### config.mk
export PLATFORM = sky130hd
export DESIGN_NAME = mips_cpu_regfile_write_arbiter
export DESIGN_NICKNAME = d
export VERILOG_FILES = /design/src/rtl/mips_cpu_pkg.sv /design/src/rtl/mips_cpu_reg_scoreboard.sv /design/src/rtl/mips_cpu_regfile_write_arbiter.sv
export SDC_FILE = /design/constraint.sdc
export NUM_CORES = 1
export LEC_CHECK = 0
export ABC_AREA = 1
export CORE_ASPECT_RATIO = 0.5
export CORE_UTILIZATION = 65
export CTS_CLUSTER_SIZE = 12
export DETAILED_ROUTE_END_ITERATION = 8
export DONT_BUFFER_PORTS = 1
export HOLD_SLACK_MARGIN = 0.12
export PLACE_DENSITY = 0.8
export SKIP_LAST_GASP = 1
export SLEW_MARGIN = 20
export SYNTH_ARGS = -nofsm -noshare
export SYNTH_HDL_FRONTEND = slang
export SYNTH_SLANG_ARGS = --single-unit
### constraint.sdc
create_clock -name clk -period 8.1 [get_ports clk]
set_input_delay 1.62 -clock clk [delete_from_list [all_inputs] [get_ports clk]]
set_output_delay 1.62 -clock clk [all_outputs]
set_load 0.02 [all_outputs]
### src/rtl/mips_cpu_pkg.sv
// Shared MIPS CPU types: register address, data word, writeback source select.
package mips_cpu_pkg;

  typedef logic [4:0]  reg_addr_t;
  typedef logic [31:0] word_t;

  localparam reg_addr_t REG_ZERO = 5'd0;

  typedef enum logic [1:0] {
    WB_NONE,
    WB_ALU,
    WB_MEM
  } wb_src_e;

endpackage

### src/rtl/mips_cpu_reg_scoreboard.sv
// Pending-write scoreboard: one bit per register, a new mark wins over a clear in the same cycle.
module mips_cpu_reg_scoreboard
  import mips_cpu_pkg::*;
(
  input  logic        clk,
  input  logic        reset,
  input  logic        clk_enable,
  input  logic        set_valid,
  input  logic [4:0]  set_addr,
  input  logic        clr_valid,
  input  logic [4:0]  clr_addr,
  output logic [31:0] pending
);

  word_t set_vec;
  word_t clr_vec;
  word_t pending_next;

  always_comb begin
    set_vec = '0;
    clr_vec = '0;
    if (set_valid && (set_addr != REG_ZERO)) set_vec = 32'h1 << set_addr;
    if (clr_valid) clr_vec = 32'h1 << clr_addr;
    pending_next    = (pending & ~clr_vec) | set_vec;
    pending_next[0] = 1'b0;
  end

  always_ff @(posedge clk) begin
    if (reset) begin
      pending <= '0;
    end else if (clk_enable) begin
      pending <= pending_next;
    end
  end

endmodule

### src/rtl/mips_cpu_regfile_write_arbiter.sv
// Register-file write port arbiter: MEM has priority, a starvation counter forces ALU through.
module mips_cpu_regfile_write_arbiter
  import mips_cpu_pkg::*;
#(
  parameter int STARVE_LIMIT = 4,
  parameter int CNT_W        = 4
) (
  input  logic        clk,
  input  logic        reset,
  input  logic        clk_enable,
  input  logic        alu_valid,
  output logic        alu_ready,
  input  logic [4:0]  alu_addr,
  input  logic [31:0] alu_data,
  input  logic        mem_valid,
  output logic        mem_ready,
  input  logic [4:0]  mem_addr,
  input  logic [31:0] mem_data,
  input  logic        mark_valid,
  input  logic [4:0]  mark_addr,
  output logic [4:0]  write_addr_c,
  output logic        write_enable_c,
  output logic [31:0] write_data_c,
  output logic [31:0] reg_pending,
  output logic        starve_flag
);

  localparam logic [CNT_W-1:0] LIMIT = CNT_W'(STARVE_LIMIT);

  wb_src_e          src;
  logic [CNT_W-1:0] starve_cnt;

  always_comb begin
    src         = WB_NONE;
    starve_flag = 1'b0;
    if (clk_enable && !reset) begin
      if (alu_valid && (starve_cnt >= LIMIT)) begin
        src         = WB_ALU;
        starve_flag = 1'b1;
      end else if (mem_valid) begin
        src = WB_MEM;
      end else if (alu_valid) begin
        src = WB_ALU;
      end
    end
  end

  always_comb begin
    alu_ready    = (src == WB_ALU);
    mem_ready    = (src == WB_MEM);
    write_addr_c = '0;
    write_data_c = '0;
    case (src)
      WB_ALU: begin
        write_addr_c = alu_addr;
        write_data_c = alu_data;
      end
      WB_MEM: begin
        write_addr_c = mem_addr;
        write_data_c = mem_data;
      end
      default: ;
    endcase
    // $zero writes are still consumed; only the enable is suppressed
    write_enable_c = (src != WB_NONE) && (write_addr_c != REG_ZERO);
  end

  always_ff @(posedge clk) begin
    if (reset) begin
      starve_cnt <= '0;
    end else if (clk_enable) begin
      if (alu_valid && !alu_ready) begin
        if (starve_cnt < LIMIT) starve_cnt <= starve_cnt + CNT_W'(1);
      end else begin
        starve_cnt <= '0;
      end
    end
  end

  mips_cpu_reg_scoreboard u_scoreboard (
    .clk        (clk),
    .reset      (reset),
    .clk_enable (clk_enable),
    .set_valid  (mark_valid),
    .set_addr   (mark_addr),
    .clr_valid  (src != WB_NONE),
    .clr_addr   (write_addr_c),
    .pending    (reg_pending)
  );

endmodule

==> impl_metrics.tcl <==
set metrics [dict create \
    synthFlopType "dfxtp_1" \
    ctsHoldBuffers 0 \
    avgViaCountPerCell 6.16 \
    yosysMostFrequentCell "nand2_1" \
    synth_top_area_share_pct 30.1 \
    antenna_cells 0 \
    worstSetupEndpointType "primary output" \
    cts-resized-gates 0 \
    vias 2579 \
    numPortBuffers 0 \
    drive_gt1_share_pct 5.93 \
    synth.area.top_cells "dfxtp_1, nand2_1, a21oi_1" \
    rrSetupSlack_ns 4.51 \
    max_cap_viol_count 0 \
    nFillCells 271 \
    clockRootBuffer "clkbuf_8" \
    synth.distinct_cells 28 \
    post-route-period-util_pct 73.1 \
    drc 0 \
    path_delay_family "simple AND/OR/NAND/NOR gates" \
    post_drt_wl_per_cell_um 16.7 \
    arrival_ns 4.30 \
    rsz0062_at_grt "no" \
    vdd_drop_max_v 0.000129 \
    fin_ws_ns 2.18 \
    synth_top_cell_by_area "dfxtp_1" \
    path_max_fanout 33 \
    clkTransAtPathRegs_ns 0.07 \
    cts_tree "yes" \
    cts_buffer_depth 2 \
    ioPinCount 158 \
    nets 459 \
    dieArea_mm2 0.00384 \
    maxSlewHeadroom_pct 35.2 \
    status "finished clean" \
    initial_core_util_pct 72.7 \
    finalMaxSlewViolations 0 \
    leakagePower_nw 0.779 \
    rows 14 \
    path_cells "inv_2, nor2_1, inv_1, nor3_1, inv_1, ha_1, inv_2, nand2_1, nand2_1, nor2_1, a21oi_1" \
    hp-class "flop to flop" \
    reg2regPathDepth 12 \
    cp.buffers_inverters 4 \
    synth_fp_nets 477 \
    critPathMaxStageDelay_ns 0.93 \
    cp.depth 11 \
    fin_util_pct 74.1 \
    power_density_mw_per_mm2 158 \
    startpoint_type "input pin" \
    max_freq_ghz 0.169 \
    grt_pass1_vias 2176 \
    drtPass1Iterations 5 \
    track_usage_pct 34.8 \
    dp_slack_ns 2.25 \
    finalCriticalPeriod_ns 5.92 \
    yosysWarnings 0 \
    cpMaxStageDelayCell "ha_1" \
    totalNegativeSetupSlack_ns 0 \
    synthArstFlopShare_pct 0 \
    cts.htree.levels 2 \
    synth_seq_area_share_pct 30.1 \
    reg2reg_to "u_scoreboard.pending[19]$_SDFFE_PP0P_" \
    startpoint "clk_enable" \
    finalSetupViolCount 0 \
    worst_pin_slew_ns 0.966 \
    grt_antenna_before_repair 0 \
    postCtsSetupBuffers 0 \
    synthTopCellsByCount "nand2_1, a21oi_1, dfxtp_1, nand3_1, nor2_1" \
    numCtsBuffers 5 \
    grt_max_degree 39 \
    avgSynthCellArea_um2 6.00 \
    holdWs_ns 0.440 \
    place.gp.congestion 0.854 \
    fin_skew_ns 0.00736 \
    die-height_um 44.3 \
    crit_end "write_enable_c" \
    area_delta_synth_final_pct 1.93 \
    critical_path_class "input pin to primary output" \
    power_uw 375 \
    clk_latency_ns 0.29 \
    hpwl_um 5130 \
    core_area_mm2 0.00321 \
    required_ns 6.48 \
    worstReg2RegStart "starve_cnt[2]$_SDFFE_PP0P_" \
    syn_area_mm2 0.00233 \
    finalHoldViolCount 0 \
    ys_seq_elements 35 \
    synth_edf_count 0 \
    drt_wl_total_um 6990 \
    grt_pass1_wl_um 10300 \
    drt-initial-drc-count 214 \
    clock_sinks 35 \
    netlist_instances 388 \
    grt_overflow 0 \
    die_w_um 86.7 \
    ant_nets 0 \
]
==> cell usage in the layout (no fill, tap or decap) <==
cell type	Yosys	layout
nand2_1	148	148
or2_2	1	1
inv_6	0	1
dfxtp_1	35	35
a21oi_1	67	67
clkinv_1	1	1
conb_1	1	1
clkinvlp_4	0	1
nor3_4	1	1
nand3_1	28	28
nand2_2	1	1
a21oi_4	1	1
nand4_1	17	17
ha_2	0	1
nor4_1	1	1
inv_1	18	18
or2_4	1	1
buf_4	3	1
ha_1	4	3
nor2_1	25	25
o21bai_1	1	1
inv_2	3	3
nor2_2	2	2
clkbuf_8	0	5
o21ai_0	1	1
nor3_1	3	3
bufinv_16	0	1
nor2_4	1	1
nor3_2	1	1
==> cell families after synthesis <==
logic type | count (synthesis) | synth area share [%]
and+or+nand+nor | 230 | 42.4
AOI/OAI and AO/OA | 70 | 15.6
buffers and inverters | 48 | 9.56
DFF | 35 | 30.1
adders and majority gates | 4 | 2.15
other | 1 | 0.161
==> worst register-to-register path: stages, from the launching register on <==
cell	delay, ns
dfxtp_1	0.31
nor2_1	0.21
inv_1	0.10
o21ai_0	0.31
inv_1	0.09
ha_1	0.92
inv_2	0.22
nand2_1	0.37
inv_1	0.33
nor2_1	0.34
nand3_1	0.14
nand2_1	0.09
a21oi_1	0.06
==> flip-flops by register name, summed over array words and instances, names as in the netlist <==
signal,count
u_scoreboard.pending,31
starve_cnt,4
==> layer usage <==
layer,vias up,wire (µm),GRT usage [%]
li1,1226,-,-
met1,1157,2820,43.9
met2,181,3240,58.6
met3,15,847,12.3
met4,0,81,8.00
met5,-,0,0
==> power breakdown <==
part	internal (mW)	leakage, nW	switching, mW
Combinational	0.00832	0.442	0.0281
Sequential	0.174	0.282	0.00250
Clock	0.0927	0.0548	0.0698
==> worst min path at each step <==
stage                          startpoint                    endpoint  slack (ns)  cells past startpoint
2_1_floorplan  starve_cnt[3]$_SDFFE_PP0P_  starve_cnt[3]$_SDFFE_PP0P_        0.41                      2
3_3_place_gp   starve_cnt[3]$_SDFFE_PP0P_  starve_cnt[3]$_SDFFE_PP0P_        0.42                      2
3_5_place_dp   starve_cnt[3]$_SDFFE_PP0P_  starve_cnt[3]$_SDFFE_PP0P_        0.43                      2
4_1_cts        starve_cnt[3]$_SDFFE_PP0P_  starve_cnt[3]$_SDFFE_PP0P_        0.44                      2
5_1_grt        starve_cnt[3]$_SDFFE_PP0P_  starve_cnt[3]$_SDFFE_PP0P_        0.46                      2
6_report       starve_cnt[3]$_SDFFE_PP0P_  starve_cnt[3]$_SDFFE_PP0P_        0.44                      2
==> area by class of cell <==
type / count / area [µm²] / area share, %
multi-input combinational: 305 / 1410 / 59.3
sequential: 35 / 701 / 29.5
inverter: 22 / 82.6 / 3.48
clock buffer: 5 / 68.8 / 2.90
tap: 48 / 60.1 / 2.53
clock inverter: 3 / 46.3 / 1.95
timing repair buffer: 1 / 7.51 / 0.316
==> per-stage QoR <==
step | area (µm²) | instances
2_1_floorplan | 2330 | 388
3_3_place_gp | 2260 | 411
3_5_place_dp | 2260 | 411
4_1_cts | 2370 | 419
5_1_grt | 2370 | 419
6_report | 2370 | 419
No activity file was read; power rests on OpenSTA's default activity.
